`config.mk`:
```
export PLATFORM = sky130hd
export DESIGN_NAME = bank_bus_target_flat
export DESIGN_NICKNAME = d
export VERILOG_FILES = /design/src/rtl/bank_bus_if.sv /design/src/rtl/bank_bus_target.sv /design/src/flat_wrapper.sv
export SDC_FILE = /design/constraint.sdc
export NUM_CORES = 1
export LEC_CHECK = 0
export CAP_MARGIN = 25
export CORE_UTILIZATION = 48
export DETAILED_ROUTE_END_ITERATION = 8
export GPL_ROUTABILITY_DRIVEN = 0
export HOLD_SLACK_MARGIN = 0.15
export PLACE_DENSITY = 0.77
export SLEW_MARGIN = 10
export SYNTH_ARGS = -nofsm -noshare
export SYNTH_HDL_FRONTEND = slang
export SYNTH_SLANG_ARGS = --single-unit
```
`constraint.sdc`:
```
create_clock -name clock -period 4.63 [get_ports clock]
set_input_delay 0.6945 -clock clock [delete_from_list [all_inputs] [get_ports clock]]
set_output_delay 0.6945 -clock clock [all_outputs]
set_load 0.005 [all_outputs]
```
`src/rtl/bank_bus_if.sv`:
```
// Bus-side signal bundle for bank_bus_target: the 6509 cycle inputs, the read drive
// and the write-event stream. The master modport is the bus/consumer side, the slave modport is the target.
`timescale 1ns/1ps
interface bank_bus_if #(
  parameter int AW = 4
) ();
  logic          phi2_6509;
  logic          r_w;
  logic [3:0]    address_bank;
  logic [15:0]   address_cpu;
  logic [7:0]    data_in;
  logic [7:0]    data_out;
  logic          data_oe;
  logic          sel;
  logic          wr_valid;
  logic          wr_ready;
  logic [AW-1:0] wr_addr;
  logic [7:0]    wr_data;
  logic          overflow;

  modport master (
    output phi2_6509, r_w, address_bank, address_cpu, data_in, wr_ready,
    input  data_out, data_oe, sel, wr_valid, wr_addr, wr_data, overflow
  );

  modport slave (
    input  phi2_6509, r_w, address_bank, address_cpu, data_in, wr_ready,
    output data_out, data_oe, sel, wr_valid, wr_addr, wr_data, overflow
  );
endinterface

```
`src/rtl/bank_bus_target.sv`:
```
// System-clock responder for the banked 6509 bus: one decoded register window.
// Committed writes are also queued in a show-ahead event FIFO.
`timescale 1ns/1ps
module bank_bus_target #(
  parameter logic [3:0]  BANK      = 4'hF,
  parameter logic [15:0] BASE      = 16'hDE00,
  parameter int          AW        = 4,
  parameter int          FIFO_LOG2 = 3
) (
  input  logic     clock,
  input  logic     _reset,
  bank_bus_if.slave bus
);

  localparam int DEPTH = 1 << FIFO_LOG2;
  localparam int NREG  = 1 << AW;

  typedef enum logic [1:0] {IDLE, READ, WRITE, MISS} state_t;

  state_t state, state_nx;

  logic s1, s2, s3;
  logic vld_p0, vld_p1, armed;
  logic rise, fall, commit;

  logic [AW-1:0] offset_q;
  logic [7:0]    hold;
  logic [7:0]    regs [NREG];

  logic [AW+7:0]        fifo_mem [DEPTH];
  logic [FIFO_LOG2-1:0] rd_ptr, wr_ptr;
  logic [FIFO_LOG2:0]   count;
  logic                 full, pop, push_ok, overflow_q;

  function automatic logic hit_f(input logic [3:0] bank, input logic [15:0] addr);
    return (bank == BANK) && (addr[15:AW] == BASE[15:AW]) && (addr[15:1] != 15'd0);
  endfunction

  // Synchronizer stage; vld_pN marks when s2 holds a real phi2 sample after reset.
  // armed stays low until phi2 is seen low, so a phi2 already high at release is no rise.
  always_ff @(posedge clock or negedge _reset) begin
    if (!_reset) begin
      s1     <= 1'b0;
      s2     <= 1'b0;
      s3     <= 1'b0;
      vld_p0 <= 1'b0;
      vld_p1 <= 1'b0;
      armed  <= 1'b0;
    end else begin
      s1     <= bus.phi2_6509;
      s2     <= s1;
      s3     <= s2;
      vld_p0 <= 1'b1;
      vld_p1 <= vld_p0;
      armed  <= armed | (vld_p1 & ~s2);
    end
  end

  assign rise = armed & s2 & ~s3;
  assign fall = ~s2 & s3;

  // Cycle FSM stage
  always_ff @(posedge clock or negedge _reset) begin
    if (!_reset) state <= IDLE;
    else         state <= state_nx;
  end

  always_comb begin
    state_nx = state;
    unique case (state)
      IDLE: begin
        if (rise) begin
          if (hit_f(bus.address_bank, bus.address_cpu))
            state_nx = bus.r_w ? READ : WRITE;
          else
            state_nx = MISS;
        end
      end
      READ, WRITE, MISS: begin
        if (fall) state_nx = IDLE;
      end
    endcase
  end

  assign commit       = (state == WRITE) && fall;
  assign bus.sel      = (state == READ) || (state == WRITE);
  assign bus.data_oe  = (state == READ);
  assign bus.data_out = bus.data_oe ? regs[offset_q] : 8'h00;

  // Address/data capture stage
  always_ff @(posedge clock) begin
    if (state == IDLE && rise) offset_q <= bus.address_cpu[AW-1:0];
    if (state == WRITE)        hold     <= bus.data_in;
  end

  always_ff @(posedge clock or negedge _reset) begin
    if (!_reset) begin
      for (int i = 0; i < NREG; i++) regs[i] <= 8'h00;
    end else if (commit) begin
      regs[offset_q] <= hold;
    end
  end

  // Write-event FIFO stage; a pop in the same clock frees the slot for a push into a full FIFO.
  assign full         = count[FIFO_LOG2];
  assign bus.wr_valid = (count != '0);
  assign pop          = bus.wr_valid & bus.wr_ready;
  assign push_ok      = commit & (~full | pop);

  always_ff @(posedge clock) begin
    if (push_ok) fifo_mem[wr_ptr] <= {offset_q, hold};
  end

  always_ff @(posedge clock or negedge _reset) begin
    if (!_reset) begin
      rd_ptr     <= '0;
      wr_ptr     <= '0;
      count      <= '0;
      overflow_q <= 1'b0;
    end else begin
      if (pop)     rd_ptr <= rd_ptr + 1'b1;
      if (push_ok) wr_ptr <= wr_ptr + 1'b1;
      unique case ({push_ok, pop})
        2'b10:   count <= count + 1'b1;
        2'b01:   count <= count - 1'b1;
        default: count <= count;
      endcase
      if (commit & full & ~pop) overflow_q <= 1'b1;
    end
  end

  assign {bus.wr_addr, bus.wr_data} = fifo_mem[rd_ptr];
  assign bus.overflow               = overflow_q;

endmodule

```
`src/flat_wrapper.sv`:
```
// flat-port wrapper written by rule: the top's interface ports become plain ports
module bank_bus_target_flat 
#(
  parameter logic [3:0]  BANK      = 4'hF,
  parameter logic [15:0] BASE      = 16'hDE00,
  parameter int          AW        = 4,
  parameter int          FIFO_LOG2 = 3
)
  (clock, _reset, bus_phi2_6509, bus_r_w, bus_address_bank, bus_address_cpu, bus_data_in, bus_wr_ready, bus_data_out, bus_data_oe, bus_sel, bus_wr_valid, bus_wr_addr, bus_wr_data, bus_overflow);
  bank_bus_if #(.AW(AW)) bus_i ();
  input  logic clock;
  input  logic _reset;
  input wire logic [$bits(bus_i.phi2_6509)-1:0] bus_phi2_6509;
  input wire logic [$bits(bus_i.r_w)-1:0] bus_r_w;
  input wire logic [$bits(bus_i.address_bank)-1:0] bus_address_bank;
  input wire logic [$bits(bus_i.address_cpu)-1:0] bus_address_cpu;
  input wire logic [$bits(bus_i.data_in)-1:0] bus_data_in;
  input wire logic [$bits(bus_i.wr_ready)-1:0] bus_wr_ready;
  output wire logic [$bits(bus_i.data_out)-1:0] bus_data_out;
  output wire logic [$bits(bus_i.data_oe)-1:0] bus_data_oe;
  output wire logic [$bits(bus_i.sel)-1:0] bus_sel;
  output wire logic [$bits(bus_i.wr_valid)-1:0] bus_wr_valid;
  output wire logic [$bits(bus_i.wr_addr)-1:0] bus_wr_addr;
  output wire logic [$bits(bus_i.wr_data)-1:0] bus_wr_data;
  output wire logic [$bits(bus_i.overflow)-1:0] bus_overflow;
  assign bus_i.phi2_6509 = bus_phi2_6509;
  assign bus_i.r_w = bus_r_w;
  assign bus_i.address_bank = bus_address_bank;
  assign bus_i.address_cpu = bus_address_cpu;
  assign bus_i.data_in = bus_data_in;
  assign bus_i.wr_ready = bus_wr_ready;
  assign bus_data_out = bus_i.data_out;
  assign bus_data_oe = bus_i.data_oe;
  assign bus_sel = bus_i.sel;
  assign bus_wr_valid = bus_i.wr_valid;
  assign bus_wr_addr = bus_i.wr_addr;
  assign bus_wr_data = bus_i.wr_data;
  assign bus_overflow = bus_i.overflow;
  bank_bus_target #(.BANK(BANK), .BASE(BASE), .AW(AW), .FIFO_LOG2(FIFO_LOG2)) u_core (.clock(clock), ._reset(_reset), .bus(bus_i));
endmodule
```
==> run_results.csv, run 1 <==
group,metric,value,unit
run_status,status,"finished with violations",
run_status,violations,"design-rule violations",
global_route,grt.overflow.total,0,
worst_setup_path,start_kind,"flip-flop",
worst_setup_path,slowest_stage,"edfxtp_1",
power_and_ir_drop,totalPowerFinal,6730,uW
floorplan,fp.dieH,153,um
global_route,track_usage,0.202,
routing,drc_errors,1,
routing,drt-met1-wl,9680,um
clocking,cts_buffers,27,
synth,async_reset_ff_frac,0.576,
synth,synth_fa_ha_area_frac,0.00918,
sta,worstMarginPinSlew,1.00,ns
routing,wl_met3,1050,um
worst_setup_path,max_stage_delay,1.01,ns
layout,final_layout_size_suffix_gt1_frac,0.341,
worst_setup_path,cp_cell_sequence,"buf_4 > mux2i_1 > a22oi_1 > a22oi_1 > o211ai_1 > clkdlybuf4s50_1",
worst_setup_path,critical_path_arrival,3.37,ns
clocking,clock_sinks,255,
layout,n_fill_cell,1685,
clocking,htreeDepth,1,
floorplan,start_util,0.495,
synth,synth_compound_area_frac,0.0224,
clocking,cts_hold_buf,0,
routing,wl,22700,um
global_route,grt_pass1_wl,36400,um
routing,vias,5963,
routing,drt-pass1-iter-count,8,
floorplan,die_area,23300,um2
clocking,cts_tree,"done",
placement,io_buffers,56,
worst_setup_path,critPathKind,"reg2out",
job,drv_cap,0,
worst_setup_path,cp_max_fo,21,
worst_setup_path,crit_top_cell,"a22oi_1",
sta,drv_slew,0,
routing,first_iter_violations,425,
sta,timing.final.crit_share,0.878,
synth,ys_types,45,
sta,finalSetupViolations,0,
synth,synthMuxAreaShare,0.260,
clocking,cts.clk_slew.worst_paths,0.06,ns
layout,area_growth,16.4,%
worst_setup_path,crit_path_end_kind,"primary output",
synth,ys_ff_latch,255,
worst_setup_path,worst_ep_required_time,3.94,ns
routing,wire_per_inst,22.2,um
placement,dp_hpwl,14700,um
synth,synth-edff-count,108,
sta,min_period,4.06,ns
min_path,hp-class,"in2async",
routing,viasPerCell,5.82,
sta,slew_headroom,0.333,
layout,final_cells,1025,
floorplan,row_count,54,
synth,synth_top_family_by_area,"multiplexers",
global_route,grt_max_degree,122,
global_route,grt_pass1_vias,6510,
sta,finalSetupTns,0,ns
synth,yosys_warnings,0,
routing,antenna_left,0,
sta,timing.final.hold_violations,0,
synth,seq_area_frac_synth,0.635,
synth,syn_nets,695,
synth,synth_ff_type,"dfrtp_1",
clocking,cts_buffer_depth,3,
clocking,cts-resized-gates,0,
synth,synth.avg_cell_area,16.7,um2
floorplan,dieWidth,153,um
power_and_ir_drop,power_density,531,nW/um2
clocking,cts_setup_buffers,0,
floorplan,ioPinCount,57,
layout,final_nets,766,
synth,syn_inst,654,
layout,utilization,0.576,
synth,yosys.area_share.simple,0.0494,
sta,finClkSkew,0.0106,ns
floorplan,coreArea,22000,um2
routing,highest_layer,"met4",
routing,wl_met2,11200,um
power_and_ir_drop,power.leakage,0.00526,uW
sta,fmax,246,MHz
layout,antenna_cells,0,
clocking,cts_root_buf,"clkbuf_16",
power_and_ir_drop,ir_worst_vdd,0.000318,V
synth,synth.cell_area,10900,um2
global_route,antenna_found_initial,0,
placement,post-place-cells,974,
clocking,worstSkewPairLatency,0.53,ns
synth,synth_xor_area_frac,0.00723,
sta,rsz0062_at_grt,"no",
power breakdown:
part	switching, uW	internal [uW]
registers	402	2780
clock network	848	1190
logic	582	927
worst paths after layout:
path | from | end | slack (ns) | cells past startpoint
setup reg to reg | u_core.state[0]$_DFFE_PN0P_ | u_core.count[2]$_DFFE_PN0P_ | 1.57 | 12
hold / removal | _reset | u_core.regs[82]$_DFFE_PN0P_ | 0.15 | 1
max in group asynchronous | _reset | u_core.count[0]$_DFFE_PN0P_ | 3.68 | 2
min in group clock | u_core.s1$_DFF_PN0_ | u_core.s2$_DFF_PN0_ | 0.35 | 0
setup / recovery | u_core.offset_q[0]$_DFFE_PP_ | bus_data_out[6] | 0.57 | 6
hold reg to reg | u_core.s1$_DFF_PN0_ | u_core.s2$_DFF_PN0_ | 0.35 | 0
sequential cells by signal, summed over array words and instances, names as in the netlist:
name / cells
u_core.regs: 128
u_core.fifo_mem: 96
u_core.hold: 8
u_core.count: 4
u_core.offset_q: 4
u_core.rd_ptr: 3
u_core.wr_ptr: 3
u_core.state: 2
u_core.armed: 1
u_core.bus.overflow: 1
u_core.s1: 1
u_core.s2: 1
u_core.s3: 1
u_core.vld_p0: 1
u_core.vld_p1: 1
layer usage:
metal | global-route usage | up-vias
met3 | 0.0336 | 59
li1 | - | 2638
met5 | 0 | -
met2 | 0.337 | 176
met4 | 0.0774 | 0
met1 | 0.268 | 3090
cell usage in the layout, fill, tap and decap left out, drive strengths merged, types with 11 or more instances in the layout:
cell and count:
a22oi 12, mux4 40, nor2 18, inv 11, mux2i 27, edfxtp 108
mux2 148, clkdlybuf4s50 55, buf 18, nand2 23, dfrtp 147, nand3 15
clkbuf 38
layout make-up:
cell class | instances | area, um2 | area share
Clock buffer | 38 | 757 | 0.0597
Clock inverter | 11 | 85.1 | 0.00671
Inverter | 10 | 37.5 | 0.00296
Multi-Input combinational cell | 358 | 3800 | 0.300
Sequential cell | 255 | 6920 | 0.546
Tap cell | 280 | 350 | 0.0276
Timing Repair Buffer | 73 | 729 | 0.0575
through the flow:
step,instance area [um2],hold slack (ns),worst slack [ns]
2_1_floorplan,10900,0.331,1.91
3_3_place_gp,11800,0.332,1.14
3_5_place_dp,11800,0.335,1.13
4_1_cts,12600,0.348,0.553
5_1_grt,12700,0.188,0.314
6_report,12700,0.146,0.566
critical path, delay by kind of cell, from the launching register on:
kind | cells | cell delay, ns
muxes | 1 | 0.15
DFF | 1 | 1.01
buffers and inverters | 2 | 1.03
AOI/OAI and AO/OA | 3 | 0.64
logic make-up after synthesis:
group / Yosys count
buffers and inverters: 41
multiplexers: 215
AO/OA/AOI/OAI: 35
other: 1
XOR/XNOR: 9
adder cells (fa/ha/maj): 8
flip-flops: 255
AND/OR/NAND/NOR: 90
Yosys cell counts (2+ instances only):
master	n	share of area
dfrtp_1	147	0.34
mux2_2	146	0.15
edfxtp_1	108	0.30
mux4_2	40	0.083
mux2i_1	27	0.025
nand2_1	23	0.0079
clkbuf_1	16	0.0055
nand3_1	15	0.0069
a22oi_1	12	0.0083
nor2_1	12	0.0041
inv_1	10	0.0034
nand2b_1	10	0.0057
ha_1	8	0.0092
a21oi_1	7	0.0032
buf_2	6	0.0028
buf_1	5	0.0017
o221ai_1	5	0.0040
xor2_1	5	0.0040
buf_4	4	0.0028
nand4b_1	4	0.0032
nor2b_1	4	0.0023
o21ai_0	4	0.0018
xnor2_1	4	0.0032
nor2_2	3	0.0017
nor2_4	3	0.0031
a211oi_1	2	0.0014
mux2_1	2	0.0021
nor3_1	2	0.00092
nor3_4	2	0.0030
o211ai_1	2	0.0014
or4_1	2	0.0014
Note: power is estimated with default switching activity, not from simulation.
==> run 2: changes to the inputs <==
--- a/config.mk
+++ b/config.mk
@@ -5,10 +5,10 @@
 export SDC_FILE = /design/constraint.sdc
 export NUM_CORES = 1
 export LEC_CHECK = 0
+export ABC_CLOCK_PERIOD_IN_PS = 4000
 export CAP_MARGIN = 25
 export CORE_UTILIZATION = 48
 export DETAILED_ROUTE_END_ITERATION = 8
-export GPL_ROUTABILITY_DRIVEN = 0
 export HOLD_SLACK_MARGIN = 0.15
 export PLACE_DENSITY = 0.77
 export SLEW_MARGIN = 10
==> constraint.sdc (replaced) <==
create_clock -name clock -period 4 [get_ports clock]
set_input_delay 0.6 -clock clock [delete_from_list [all_inputs] [get_ports clock]]
set_output_delay 0.6 -clock clock [all_outputs]
set_load 0.005 [all_outputs]
==> run 2 against run 1 <==
  * The run still ends with design-rule violations left
  * Register-to-register slack worse by 0.67 ns
  * Sequential share of layout area about the same
  * Worst hold slack gained 0.20 ns
  * Clock-buffer cell count up 9
  * Final cell count is 0.49% higher
  * Total power increased by 15%
  * Non-clock buffer count is 6 higher
  * Critical endpoint is now bus_data_out[2]
  * Largest power group unchanged
  * Highest routed layer unchanged
==> run_results.csv, run 2 (synthesized netlist as in run 1, its figures left out) <==
group,metric,value,unit
run_status,status,"finished with violations",
run_status,violations,"design-rule violations",
clocking,cts_tree,"done",
power_and_ir_drop,power.leakage,0.00526,uW
floorplan,row_count,54,
worst_setup_path,start_kind,"flip-flop",
routing,antenna_left,0,
clocking,cts_root_buf,"clkbuf_16",
routing,wire_per_inst,22.6,um
routing,drc_errors,1,
routing,wl,23200,um
global_route,grt_pass1_wl,37100,um
min_path,hp-class,"reg2reg",
worst_setup_path,reg2reg_slack,0.90,ns
floorplan,die_area,23300,um2
job,drv_cap,0,
worst_setup_path,cp_max_fo,10,
clocking,cts.clk_slew.worst_paths,0.05,ns
sta,finalSetupViolations,0,
min_path,whs_path_depth,0,
worst_setup_path,max_stage_delay,0.76,ns
routing,first_iter_violations,472,
layout,largest_reg_flops,128,
routing,drt-pass1-iter-count,8,
sta,timing.final.hold_violations,0,
layout,seq_area,6920,um2
worst_setup_path,cp_cell_sequence,"inv_1 > ha_1 > nor2b_1 > a22oi_1 > o211ai_1 > clkdlybuf4s50_1",
power_and_ir_drop,ir_worst_vdd,0.000368,V
layout,antenna_cells,0,
layout,top_register,"u_core.regs",
layout,n_fill_cell,1661,
floorplan,coreArea,22000,um2
clocking,htreeDepth,1,
layout,final_layout_size_suffix_gt1_frac,0.335,
placement,gp_congestion,0.796,
global_route,track_usage,0.206,
worst_setup_path,worst_ep_required_time,3.40,ns
worst_setup_path,timing.rr.end,"u_core.count[2]$_DFFE_PN0P_",
global_route,grt.overflow.total,0,
placement,io_buffers,56,
routing,viasPerCell,5.89,
routing,vias,6070,
sta,slew_headroom,0.327,
layout,area_growth,16.4,%
sta,worstMarginPinSlew,1.01,ns
clocking,cts_buffers,27,
layout,reg.largest.list,"u_core.regs: 128 flops, u_core.fifo_mem: 96 flops, u_core.hold: 8 flops",
sta,finClkSkew,0.00946,ns
global_route,antenna_found_initial,0,
layout,multiInputGateArea,3800,um2
clocking,clock_sinks,255,
worst_setup_path,slowest_stage,"nor2b_1",
global_route,grt_max_degree,79,
floorplan,fp.dieH,153,um
global_route,grt_pass1_vias,6654,
floorplan,start_util,0.495,
sta,drv_slew,0,
worst_setup_path,critPathKind,"reg2out",
worst_setup_path,r2r-start,"u_core.state[0]$_DFFE_PN0P_",
min_path,worstHoldStart,"u_core.vld_p0$_DFF_PN0_",
floorplan,ioPinCount,57,
layout,final_nets,772,
worst_setup_path,reg2reg_depth,12,
layout,final_common_cell,"dfrtp_1",
power_and_ir_drop,power_density,609,nW/um2
sta,rsz0062_at_grt,"no",
sta,finalSetupTns,0,ns
layout,layout_common_cells,"dfrtp_1, mux2_2, edfxtp_1",
sta,fmax,267,MHz
sta,min_period,3.74,ns
power_and_ir_drop,totalPowerFinal,7730,uW
worst_setup_path,crit_path_end_kind,"primary output",
worst_setup_path,critical_path_arrival,3.14,ns
min_path,hold-path-endpoint,"u_core.vld_p1$_DFF_PN0_",
sta,timing.final.crit_share,0.935,
clocking,cts_buffer_depth,3,
placement,dp_hpwl,14900,um
floorplan,dieWidth,153,um
clocking,worstSkewPairLatency,0.52,ns
==> run 2: cell count changes in the layout (fill, tap and decap cells not counted), moves of 2 or more <==
cell        change
clkinv_1        -3
clkbuf_1       +10
buf_4           +4
clkinv_2        -3
clkinvlp_4      -2
clkbuf_8        -2
==> run 2: per-stage QoR <==
stage	hold WS (ns)	worst slack (ns)	cell area [um2]	util	cells
3_3_place_gp	0.334	0.739	11800	0.537	978
5_1_grt	0.360	0.170	12700	0.576	1030
2_1_floorplan	0.304	1.28	10900	-	654
3_5_place_dp	0.336	0.633	11900	0.538	979
4_1_cts	0.347	0.0136	12700	0.575	1028
6_report	0.346	0.260	12700	0.576	1030
==> run 2: per-layer routing <==
layer / share of wire / routed length (um) / GRT usage / vias to the layer above
li1: - / - / - / 2640
met1: 0.43 / 9900 / 0.269 / 3226
met2: 0.49 / 11500 / 0.349 / 158
met3: 0.047 / 1090 / 0.0336 / 46
met4: 0.034 / 783 / 0.0770 / 0
met5: 0 / 0 / 0 / -
==> run 2: worst max-delay path by stage <==
stage | startpoint | to | depth (start not counted)
after CTS | u_core.offset_q[0]$_DFFE_PP_ | bus_data_out[2] | 6
after detailed placement | u_core.offset_q[0]$_DFFE_PP_ | bus_data_out[3] | 7
final | u_core.state[1]$_DFFE_PN0P_ | bus_data_out[2] | 6
after floorplan | u_core.state[0]$_DFFE_PN0P_ | u_core.fifo_mem[1][0]$_DFFE_PP_ | 6
after global placement | u_core.offset_q[0]$_DFFE_PP_ | bus_data_out[6] | 6
after global routing | u_core.state[1]$_DFFE_PN0P_ | bus_data_out[4] | 6
==> run 2: what timing repair did <==
action | in CTS | in global routing
gates resized for setup | 0 | 0
buffers inserted | 0 | 0
hold endpoints to repair | 52 | 0
hold buffers | 1 | 0
==> run 2: power breakdown <==
part / switching [uW] / internal, uW
clock network: 941 / 1330
registers: 485 / 3220
logic: 693 / 1070
total: 2120 / 5610
==> run 2: final cells by class <==
type / instances / area share
multi-input combinational: 358 / 0.300
clock buffer: 47 / 0.0624
sequential: 255 / 0.546
tap: 280 / 0.0276
timing repair buffer: 79 / 0.0612
inverter: 10 / 0.00296
clock inverter: 1 / 0.000395
==> run 2: worst max-delay path: cells and delay by family, from the launching register on <==
family                     cells  cell delay (ns)
adders and majority gates      1             0.32
AOI/OAI and AO/OA              2             0.48
buffers and inverters          2             0.65
DFF                            1             0.40
and+or+nand+nor                1             0.76
